### src/rtl/seg_scan_ctrl.sv
// seg_scan_ctrl -- time-multiplexed 7-segment display scanner.
//
// A prescaler divides clk into digit slots of DIV cycles; a digit index walks
// 0..NUM_DIGITS-1, one slot each, so a frame is NUM_DIGITS*DIV cycles. The
// first BLANK_CYC cycles of every slot keep all anodes dark to avoid ghosting.
// New display values are taken into a one-entry pending buffer and copied to
// the active buffer only at a frame boundary, so a frame never mixes old and
// new digits.
//
// Load handshake: a transfer happens on every rising clk edge where
// load_valid && load_ready. load_ready is high exactly when the pending
// buffer is empty. It drops the cycle after a transfer and rises again the
// cycle after the frame end that moves pending into active. While
// load_ready is low, load_valid is ignored.
//
// Ports:
//   clk         sole clock, rising edge
//   rst         asynchronous active-low reset
//   load_valid  new value offered on load_data/load_dp
//   load_ready  pending buffer empty (load accepted when valid)
//   load_data   4*NUM_DIGITS hex nibbles, nibble 0 = rightmost digit
//   load_dp     decimal point per digit
//   lz_en       leading-zero suppression, sampled live
//   blank       force all anodes inactive, sampled live
//   anode       registered digit enables, bit i = digit i
//   seg         registered segments {g,f,e,d,c,b,a}
//   dp          registered decimal point
//   frame_done  one-cycle pulse after the last slot of a frame
module seg_scan_ctrl #(
  parameter int NUM_DIGITS     = 8,
  parameter int DIV            = 100000,
  parameter int BLANK_CYC      = 2,
  parameter int AN_ACTIVE_LOW  = 1,
  parameter int SEG_ACTIVE_LOW = 1
) (
  input  logic                    clk,
  input  logic                    rst,
  input  logic                    load_valid,
  output logic                    load_ready,
  input  logic [4*NUM_DIGITS-1:0] load_data,
  input  logic [NUM_DIGITS-1:0]   load_dp,
  input  logic                    lz_en,
  input  logic                    blank,
  output logic [NUM_DIGITS-1:0]   anode,
  output logic [6:0]              seg,
  output logic                    dp,
  output logic                    frame_done
);

  localparam int CW = $clog2(DIV);
  localparam int IW = $clog2(NUM_DIGITS);
  localparam logic [CW-1:0] CNT_LAST  = CW'(DIV - 1);
  localparam logic [CW-1:0] BLANK_LIM = CW'(BLANK_CYC);
  localparam logic [IW-1:0] IDX_LAST  = IW'(NUM_DIGITS - 1);
  // XOR masks that convert internal active-high values to pin polarity;
  // they are also the "inactive" pin levels.
  localparam logic [NUM_DIGITS-1:0] AN_OFF  = (AN_ACTIVE_LOW != 0) ? {NUM_DIGITS{1'b1}} : '0;
  localparam logic [6:0]            SEG_OFF = (SEG_ACTIVE_LOW != 0) ? 7'h7F : 7'h00;
  localparam logic                  DP_OFF  = (SEG_ACTIVE_LOW != 0);

  function automatic logic [6:0] hex_to_seg(input logic [3:0] nib);
    logic [6:0] s;
    case (nib)
      4'h0: s = 7'h3F;  4'h1: s = 7'h06;  4'h2: s = 7'h5B;  4'h3: s = 7'h4F;
      4'h4: s = 7'h66;  4'h5: s = 7'h6D;  4'h6: s = 7'h7D;  4'h7: s = 7'h07;
      4'h8: s = 7'h7F;  4'h9: s = 7'h6F;  4'hA: s = 7'h77;  4'hB: s = 7'h7C;
      4'hC: s = 7'h39;  4'hD: s = 7'h5E;  4'hE: s = 7'h79;  default: s = 7'h71;
    endcase
    return s;
  endfunction

  logic [CW-1:0]           cnt_q, cnt_d;
  logic [IW-1:0]           idx_q, idx_d;
  logic                    frame_done_q, frame_done_d;
  logic                    pend_q, pend_d;
  logic [4*NUM_DIGITS-1:0] pend_data_q, pend_data_d;
  logic [NUM_DIGITS-1:0]   pend_dp_q, pend_dp_d;
  logic [4*NUM_DIGITS-1:0] act_data_q, act_data_d;
  logic [NUM_DIGITS-1:0]   act_dp_q, act_dp_d;
  logic [NUM_DIGITS-1:0]   anode_q, anode_d;
  logic [6:0]              seg_q, seg_d;
  logic                    dp_q, dp_d;

  logic                    slot_end, frame_end, load_fire;
  logic [NUM_DIGITS-1:0]   hi_nz;   // hi_nz[i]: some nibble at position >= i is nonzero
  logic                    nz_acc;
  logic [3:0]              cur_nib;
  logic                    cur_dp, lz_hide, an_on;
  logic [NUM_DIGITS-1:0]   onehot;

  always_comb begin
    slot_end  = (cnt_q == CNT_LAST);
    frame_end = slot_end && (idx_q == IDX_LAST);
    load_fire = load_valid && !pend_q;

    cnt_d = slot_end ? '0 : cnt_q + CW'(1);
    idx_d = idx_q;
    if (slot_end) idx_d = (idx_q == IDX_LAST) ? '0 : idx_q + IW'(1);
    frame_done_d = frame_end;

    pend_d      = pend_q;
    pend_data_d = pend_data_q;
    pend_dp_d   = pend_dp_q;
    act_data_d  = act_data_q;
    act_dp_d    = act_dp_q;
    // Only one of these can fire in a cycle: load_fire needs pend_q=0, the
    // copy needs pend_q=1. A load landing on the frame-end cycle therefore
    // waits a full frame for the next boundary.
    if (frame_end && pend_q) begin
      act_data_d = pend_data_q;
      act_dp_d   = pend_dp_q;
      pend_d     = 1'b0;
    end
    if (load_fire) begin
      pend_data_d = load_data;
      pend_dp_d   = load_dp;
      pend_d      = 1'b1;
    end

    hi_nz  = '0;
    nz_acc = 1'b0;
    for (int i = NUM_DIGITS - 1; i >= 0; i--) begin
      nz_acc   = nz_acc | (|act_data_q[i*4 +: 4]);
      hi_nz[i] = nz_acc;
    end

    cur_nib = act_data_q[idx_q*4 +: 4];
    cur_dp  = act_dp_q[idx_q];
    // Suppressed digits keep their anode only when their dp must be shown.
    lz_hide = lz_en && (idx_q != '0) && !hi_nz[idx_q];
    an_on   = !blank && (cnt_q >= BLANK_LIM) && !(lz_hide && !cur_dp);
    onehot  = {{(NUM_DIGITS-1){1'b0}}, 1'b1} << idx_q;

    anode_d = (an_on ? onehot : '0) ^ AN_OFF;
    seg_d   = (lz_hide ? 7'h00 : hex_to_seg(cur_nib)) ^ SEG_OFF;
    dp_d    = cur_dp ^ DP_OFF;
  end

  always_ff @(posedge clk or negedge rst) begin
    if (!rst) begin
      cnt_q        <= '0;
      idx_q        <= '0;
      frame_done_q <= 1'b0;
      pend_q       <= 1'b0;
      pend_data_q  <= '0;
      pend_dp_q    <= '0;
      act_data_q   <= '0;
      act_dp_q     <= '0;
      anode_q      <= AN_OFF;
      seg_q        <= SEG_OFF;
      dp_q         <= DP_OFF;
    end else begin
      cnt_q        <= cnt_d;
      idx_q        <= idx_d;
      frame_done_q <= frame_done_d;
      pend_q       <= pend_d;
      pend_data_q  <= pend_data_d;
      pend_dp_q    <= pend_dp_d;
      act_data_q   <= act_data_d;
      act_dp_q     <= act_dp_d;
      anode_q      <= anode_d;
      seg_q        <= seg_d;
      dp_q         <= dp_d;
    end
  end

  assign load_ready = !pend_q;
  assign anode      = anode_q;
  assign seg        = seg_q;
  assign dp         = dp_q;
  assign frame_done = frame_done_q;

endmodule
### config.mk
export PLATFORM = sky130hd
export DESIGN_NAME = seg_scan_ctrl
export DESIGN_NICKNAME = d
export VERILOG_FILES = /design/src/rtl/seg_scan_ctrl.sv
export SDC_FILE = /design/constraint.sdc
export NUM_CORES = 1
export LEC_CHECK = 0
export CAP_MARGIN = 15
export CORE_UTILIZATION = 58
export CTS_BUF_LIST = sky130_fd_sc_hd__clkbuf_4 sky130_fd_sc_hd__clkbuf_8
export DETAILED_ROUTE_END_ITERATION = 12
export PLACE_DENSITY_LB_ADDON = 0.25
export SLEW_MARGIN = 20
export SYNTH_ARGS = -nofsm -noshare
export SYNTH_HDL_FRONTEND = slang
export SYNTH_SLANG_ARGS = --single-unit
### constraint.sdc
create_clock -name clk -period 2.5 [get_ports clk]
set_input_delay 0.375 -clock clk [delete_from_list [all_inputs] [get_ports clk]]
set_output_delay 0.375 -clock clk [all_outputs]
set_load 0.01 [all_outputs]
## Word level (Yosys, flattened, before mapping)

Memory sizes are Yosys's and may differ from the RTL's.
Cells that the tools add are included.
W data, S select, Z words.

| storage, ports and cells | value |
|---|---|
| memories | 1 |
| memory bits (read-only) | 112 |
| flip-flop bits (word level) | 118 |
| input bits | 45 |
| output and inout bits | 18 |

| cells by class | value |
|---|---|
| bitwise operators | 10 |
| multiplexer cells | 10 |
| reduce and logical (&&, ||, !) cells | 23 |
| equality and inequality tests | 2 |
| $lt $le $gt $ge | 2 |
| add/subtract/negate cells | 2 |
| shift operators | 2 |

Memory list:

| name | depth | bits a word | read ports | clocked after memory_dff | wr ports | RTL line | source |
|---|---|---|---|---|---|---|---|
| (name not given) | 16 | 7 | 1 | 0 | 0 | 63 | `case (nib)` |

Operators with widths:

| cell | number |
|---|---|
| $reduce_or A4 Y1 | 8 |
| $shiftx A32 B6 Y4 | 1 |
| $add A17 B1 Y17 const B | 1 |
| $eq A17 B17 Y1 const B | 1 |
| $ge A17 B2 Y1 const B | 1 |
| $mux W17 | 1 |
| $logic_and A1 B1 Y1 | 8 |
| $mux W8 | 1 |
| $not A8 Y8 | 1 |
| $shl A1 B3 Y8 const A | 1 |
| $mux W7 | 1 |
| $not A7 Y7 | 1 |
| $or A1 B1 Y1 | 7 |
| $bmux W1 S3 | 2 |
| $logic_not A1 Y1 | 5 |
| $lt A3 B4 Y1 const B | 1 |
| $mux W1 | 4 |
| $add A3 B1 Y3 const B | 1 |
| $eq A3 B3 Y1 const B | 1 |
| $mux W3 | 1 |
| $reduce_bool A3 Y1 | 1 |
| $reduce_bool A2 Y1 | 1 |
| $not A1 Y1 | 1 |

## Longest topological paths before layout

Gate-level depths: netlist of the first run.

| depth | value |
|---|---|
| depth after elaboration | 17 |
| gate-level depth with buffers | 9 |
| mapped depth without buffers | 7 |

## Worst setup path after synthesis of the first run

Ideal clock, no wire load.

| timing | value |
|---|---|
| path kind | register to register |
| start point | reg idx_q[0] |
| end point | reg seg_q[3], in the netlist seg[3] |
| required time | 2.415 ns |
| buffers on the path | 2 |
| arrival time | 2.173 ns |
| slack | 0.242 ns |
| cell stages (with the launch flop) | 9 |
| setup time | 0.085 ns |
| clock period less this slack | 2.258 ns |
| cell sequence | dfrtp_1 > buf_6 > buf_6 > mux4_2 > mux2i_1 > inv_1 > ha_1 > a211oi_1 > o21ai_1 |

| on the way | value |
|---|---|
| longest elaborated chain between the ends | 6 |

RTL lines:

| what | RTL line | source |
|---|---|---|
| from (decl) | 73 | `logic [IW-1:0] idx_q, idx_d;` |
| from (signal assigned) | 154 | `idx_q <= idx_d;` |
| parallel branches: the longest is 4 deep, another holds $mem_v2 Z16 W7 | n/a |  |
| $mux W7 (*) | 135 | `seg_d = (lz_hide ? 7'h00 : hex_to_seg(cur_nib)) ^ SEG_OFF;` |
| $not A7 Y7 (no source line) (*) | n/a |  |
| via seg_d[3] | 81 | `logic [6:0] seg_q, seg_d;` |
| to (signal assigned) | 162 | `seg_q <= seg_d;` |
| to (decl) | 81 |  |

Mark *: on every way through the listed nets, which the timed path passes. The select of a mux whose other input is x is not followed.
A chain may end at the register's enable or synchronous reset.

## Final worst setup path of the first run

| timing | value |
|---|---|
| start point | reg idx_q[0] |
| end point | reg act_data_q[17] |

| on the way | value |
|---|---|
| longest elaborated chain between the ends | 3 |

RTL lines:

| what | RTL line | source |
|---|---|---|
| $eq A3 B3 Y1 | 93 | `frame_end = slot_end && (idx_q == IDX_LAST);` |
| $logic_and A1 B1 Y1 | 93 |  |
| $logic_and A1 B1 Y1 | 109 | `if (frame_end && pend_q) begin` |
| to (signal assigned) | 159 | `act_data_q <= act_data_d;` |
| to (decl) | 78 | `logic [4*NUM_DIGITS-1:0] act_data_q, act_data_d;` |

Every way passes these cells.

==> impl_metrics.tcl, run 1 <==
set metrics [dict create \
    multi_input_area_um2 2130 \
    ioPinCount 63 \
    worst_pin_slew_ps 539 \
    grtUsageMet2 0.401 \
    fp.dieW_um 96.9 \
    firstDrtPassIters 5 \
    rsz0062_at_grt "false" \
    dpl.cell_count 547 \
    die_area_um2 9380 \
    drive_above_1_share 0.263 \
    clockBufferDepth 2 \
    ys.warnings.count 0 \
    met1_usage 0.284 \
    synthCells 376 \
    grt_antenna_before_repair 0 \
    grt.overflow.total 0 \
    cp_slowest_cell "dfrtp_2" \
    timing.slew.headroom 0.641 \
    synth_top_area_cell "dfrtp_1" \
    cp_data_required_time_ps 2810 \
    min_period_over_period 0.895 \
    status "completed" \
    final_cells 580 \
    ir_drop_uv 463 \
    clkTransAtPathRegs_ps 70 \
    numCtsBuffers 17 \
    grt_busiest_layer "met2" \
    grt_pass1_vias 3456 \
    seq_area_frac_synth 0.570 \
    num_antenna_cells 0 \
    hold_class "in2async" \
    cap_violations 0 \
    power.density_nw_per_um2 604 \
    syn_nets 435 \
    final_nets 518 \
    synthTopCellsByArea "dfrtp_1 (49%), mux2_2 (8.8%), mux2_1 (8.6%)" \
    cp.depth 6 \
    drt-total-wl_um 9940 \
    crit_buf_inv 2 \
    grt_max_degree 44 \
    cp-end-kind "flip-flop" \
    grtUsageMet3 0.0527 \
    final_cell_mix "dfrtp_1 (101), clkdlybuf4s50_1 (61), mux2_2 (41), mux2_1 (40), clkbuf_8 (18)" \
    start_util 0.599 \
    place_congestion 0.823 \
    htreeDepth 4 \
    synth-async-reset-ratio 1.00 \
    startpoint_type "flip-flop" \
    drt_iter0_markers 121 \
    period_needed_ps 2240 \
    cts-root-buf "clkbuf_8" \
    core_area_um2 8720 \
    synth_area_per_cell_um2 13.9 \
    postLayoutSetupSlackWorst_ps 263 \
    viasPerCell 5.69 \
    cpPeakStageDelay_ps 500 \
    rows 34 \
    n_fill_cell 559 \
    cp_max_fo 41 \
    ys.flop_type "dfrtp_1" \
    ff2ff_path_depth 6 \
    grt_pass1_wl_um 16900 \
    register_area_um2 2970 \
    crit_chain "buf_4 -> ha_1 -> ha_1 -> nand3_2 -> buf_4 -> mux2_1" \
    slew_violations 0 \
    setup_violations 0 \
    syn-cell-area_um2 5220 \
    syn2layout_area_growth_pct 23.5 \
    detail-route-antenna-nets 0 \
    drc 0 \
    die_h_um 96.9 \
    track_usage 0.232 \
    io_buffers 62 \
    ys_types 45 \
    worstPathArrival_ps 2550 \
    clock-sinks 118 \
    synth_top_cell_area_share 0.489 \
    ys_seq_elements 118 \
    fmax_ghz 0.447 \
    p_leak_uw 0.00295 \
    hold_violations 0 \
    wire_per_inst_um 17.1 \
    insertion_delay_ps 440 \
    reg2reg_setup_slack_ps 260 \
    cts_tree "done" \
    hpwl_um 6980 \
    post-place-ws_ps -12.0 \
    fin_skew_ps 17.7 \
    synth_edf_count 0 \
    cp_top_family "buffers and inverters" \
    layout_commonest_cell "dfrtp_1" \
    vias 3298 \
    critical_path_class "reg2reg" \
]
registers in the layout, summed over array words and instances, names as in the netlist:
register / flops
pend_q: 1
idx_q: 3
dp: 1
anode: 8
act_dp_q: 8
pend_dp_q: 8
cnt_q: 17
frame_done: 1
pend_data_q: 32
seg: 7
act_data_q: 32
worst reg2reg max path, delay by kind of cell (launching register included):
family | cells | cell delay (ps)
flops | 1 | 500
buf+inv | 2 | 630
simple gates | 1 | 90
fa+ha+maj | 2 | 460
mux | 1 | 430
Yosys cell counts, drive strengths merged, types with 2 or more instances:
| master | n |
|---|---|
| xnor2 | 8 |
| ha | 14 |
| mux4 | 10 |
| nor4 | 11 |
| inv | 12 |
| dfrtp | 102 |
| buf | 10 |
| nand2 | 14 |
| mux2i | 7 |
| a211oi | 2 |
| nor2 | 16 |
| xor2 | 6 |
| and4 | 2 |
| nand4 | 5 |
| dfstp | 16 |
| and2 | 2 |
| nand3 | 18 |
| mux2 | 81 |
| a21oi | 4 |
| nor3 | 5 |
| o211ai | 3 |
| o21ai | 7 |
| clkbuf | 6 |
metrics by stage:
stage / utilization / power, uW / TNS (ps) / cell area [um^2] / hold slack, ps
2_1_floorplan: - / 2130 / 0 / 5220 / 79.4
6_report: 0.739 / 3890 / 0 / 6450 / 403
4_1_cts: 0.739 / 3930 / 0 / 6450 / 399
3_3_place_gp: 0.694 / 2270 / 0 / 6050 / 322
5_1_grt: 0.739 / 4030 / 0 / 6450 / 427
3_5_place_dp: 0.694 / 2280 / -24.5 / 6050 / 327
area by class of cell:
| class | count | share of cell area |
|---|---|---|
| well taps | 108 | 0.0210 |
| multi-input cells | 230 | 0.330 |
| inverters | 12 | 0.00698 |
| flip-flops and latches | 118 | 0.461 |
| clock buffers | 20 | 0.0407 |
| repair buffers | 80 | 0.121 |
| clock inverters | 12 | 0.0190 |
timing repair:
| item | 4_1_cts | 5_1_grt |
|---|---|---|
| hold buffers | 1 | 0 |
| endpoints found under the hold margin | 20 | 0 |
| setup endpoints to repair | 0 | 4 |
| gates resized for setup | 0 | 1 |
| setup buffers | 0 | 0 |
power by group:
group,switching (uW),internal [uW],total (uW)
clock,807,848,1660
combinational,69.1,129,198
sequential,44.4,2000,2040
total,921,2970,3890
metal layers:
| layer | vias to the layer above | share of wire |
|---|---|---|
| li1 | 1526 | - |
| met1 | 1656 | 0.42 |
| met2 | 95 | 0.52 |
| met3 | 21 | 0.044 |
| met4 | 0 | 0.016 |
| met5 | - | 0 |
logic make-up (layout without fill, tap and decap cells):
logic type	Yosys count	after routing	share of synthesized area
muxes	98	98	0.231
buffers and inverters	28	124	0.0252
AOI/OAI and AO/OA	25	25	0.0393
adders and majority gates	14	14	0.0336
and+or+nand+nor	79	79	0.0777
DFF	118	118	0.570
xor gates and xnor gates	14	14	0.0235
path summary, 6_finish.rpt:
check / startpoint / to
worst max-delay path: idx_q[0] / act_data_q[17]
worst min-delay path: rst / cnt_q[13]
worst max register to register: idx_q[0] / act_data_q[17]
worst min register to register: pend_data_q[23] / act_data_q[23]
max in group asynchronous: rst / seg[1]
min in group clk: pend_data_q[23] / act_data_q[23]
Power figures use the tool's default switching activity.
==> run 2, diff against run 1 <==
SLEW_MARGIN = default   (was 20)
==> results of run 2 <==
The final DEF is identical to that of run 1; final timing and power are the same.
==> run 3, diff against run 2 <==
CORE_MARGIN = 4   (was default)
==> run 3 against run 2 <==
  * Clock skew down 2.3 ps
  * Sequential power about the same
  * Setup slack worse by 5.0 ps
  * Sequential share of layout area down 0.30 points
  * First-iteration DRC count down 23%
  * Non-clock buffer count up 3
  * Count of clock-buffer cells in the layout down 1
  * Die area up 13%
  * Clock power up 6%
  * Final area up 0.66%
  * Cell count up 0.34%
  * Highest routed layer unchanged
==> impl_metrics.tcl, run 3 (synthesis results as in run 1) <==
set metrics [dict create \
    status "completed" \
    grt_pass1_wl_um 16800 \
    worst_pin_slew_ps 611 \
    min_period_over_period 0.897 \
    die_h_um 103 \
    r2r_start "idx_q[0]" \
    grtUsageMet2 0.359 \
    track_usage 0.210 \
    internal-power_uw 3070 \
    hold_class "reg2reg" \
    start_util 0.599 \
    whs_endpoint "act_dp_q[2]" \
    slew_violations 0 \
    hold_violations 0 \
    num_antenna_cells 0 \
    grt_pass1_vias 3455 \
    fmax_ghz 0.446 \
    cp-end-kind "flip-flop" \
    grt.overflow.total 0 \
    cts_tree "done" \
    setup_violations 0 \
    numCtsBuffers 17 \
    grt_max_degree 48 \
    crit_buf_inv 1 \
    final_cell_mix "dfrtp_1 (101), clkdlybuf4s50_1 (61), mux2_2 (41), mux2_1 (40)" \
    hold-path-cell-count 1 \
    p_clk_frac 0.440 \
    critical_path_class "reg2reg" \
    met1_usage 0.259 \
    cp_data_required_time_ps 2840 \
    insertion_delay_ps 430 \
    combPwrFrac 0.050 \
    switchingPower_uw 924 \
    fp.dieW_um 103 \
    htreeDepth 4 \
    core_area_um2 8720 \
    worstPathArrival_ps 2590 \
    clockBufferDepth 2 \
    post_cts_buffers 0 \
    period_needed_ps 2240 \
    p_leak_uw 0.00298 \
    clkTransAtPathRegs_ps 70 \
    cap_violations 0 \
    reg2reg_setup_slack_ps 260 \
    final_cells 582 \
    ff2ff_path_depth 6 \
    viasPerCell 5.69 \
    cp_top_family "compound AO/OA/AOI/OAI gates" \
    final_nets 521 \
    grt_busiest_layer "met2" \
    fin_skew_ps 15.5 \
    ioPinCount 63 \
    power.total_uw 4000 \
    reg_top3 "act_data_q x32, pend_data_q x32, cnt_q x17" \
    clock-sinks 118 \
    cp.depth 6 \
    cp_max_fo 11 \
    startpoint_type "flip-flop" \
    grtUsageMet3 0.0636 \
    drt_iter0_markers 93 \
    swShare 0.231 \
    cp_slowest_cell "dfrtp_2" \
    rows 34 \
    reg2reg_to "seg[2]" \
    ir_drop_uv 414 \
    place_congestion 0.863 \
    firstDrtPassIters 4 \
    dpl.cell_count 550 \
    drive_above_1_share 0.266 \
    hold_ws_ps 488 \
    timing.slew.headroom 0.593 \
    hpwl_um 7180 \
    die_area_um2 10600 \
    power.density_nw_per_um2 616 \
    wire_per_inst_um 17.1 \
    syn2layout_area_growth_pct 24.4 \
    rsz0062_at_grt "false" \
    drc 0 \
    crit_chain "inv_1 -> ha_1 -> a211o_1 -> a2111oi_4 -> nand2_1 -> o211ai_1" \
    detail-route-antenna-nets 0 \
    layout_commonest_cell "dfrtp_1" \
    io_buffers 62 \
    grt_antenna_before_repair 0 \
    hp-start "pend_dp_q[2]" \
    power_frac_seq 0.511 \
    cpPeakStageDelay_ps 550 \
    vias 3309 \
    drt-total-wl_um 9960 \
    cts-root-buf "clkbuf_8" \
]
==> run 3: cell types whose count changed in the layout (fill, tap and decap cells not counted), sizes merged <==
| cell | previous run | this run |
|---|---|---|
| clkbuf | 20 | 19 |
| inv | 15 | 16 |
| clkinvlp | 5 | 3 |
| bufinv | 1 | 2 |
| buf | 18 | 21 |
==> run 3: worst max-delay path by stage <==
stage	start	end	slack [ps]
after floorplan	idx_q[0]	seg[3]	240
after global placement	lz_en	seg[2]	20
after detailed placement	lz_en	seg[2]	-10
after CTS	idx_q[0]	seg[2]	100
after global routing	idx_q[0]	seg[3]	90
final	idx_q[0]	seg[2]	260
==> run 3: area by class of cell <==
| class | count | area, um^2 |
|---|---|---|
| Clock buffer | 19 | 262 |
| Clock inverter | 12 | 144 |
| Fill cell | 572 | 2230 |
| Inverter | 12 | 45.0 |
| Multi-Input combinational cell | 230 | 2130 |
| Sequential cell | 118 | 2970 |
| Tap cell | 108 | 135 |
| Timing Repair Buffer | 83 | 803 |
==> run 3: metrics by stage <==
step	setup TNS (ps)	worst slack [ps]	instance area, um^2	util
floorplan	0	242	5220	-
global placement	0	16.3	6070	0.697
detailed placement	-12.3	-12.3	6070	0.697
CTS	0	102	6490	0.744
global route	0	93.5	6490	0.744
finish	0	258	6490	0.744
==> run 3: per-layer routing <==
metal  part of all wire  vias up  wire length (um)
met5                  0        -                 0
met1               0.42     1668              4140
met4              0.013        0               127
met3              0.057       17               566
met2               0.51       80              5130
li1                   -     1544                 -
==> run 3: what timing repair did <==
item / 4_1_cts / 5_1_grt
endpoints found under the hold margin: 44 / 0
setup endpoints to repair: 0 / 6
hold buffers: 1 / 0
resized for setup: 0 / 1
==> run 3: power groups by stage <==
stage          Sequential (uW)  Clock (uW)  Combinational (uW)
2_1_floorplan             2060           0                77.1
3_3_place_gp              2070           0                 193
3_5_place_dp              2080           0                 201
4_1_cts                   2040        1780                 203
5_1_grt                   2050        1890                 219
6_report                  2040        1760                 198
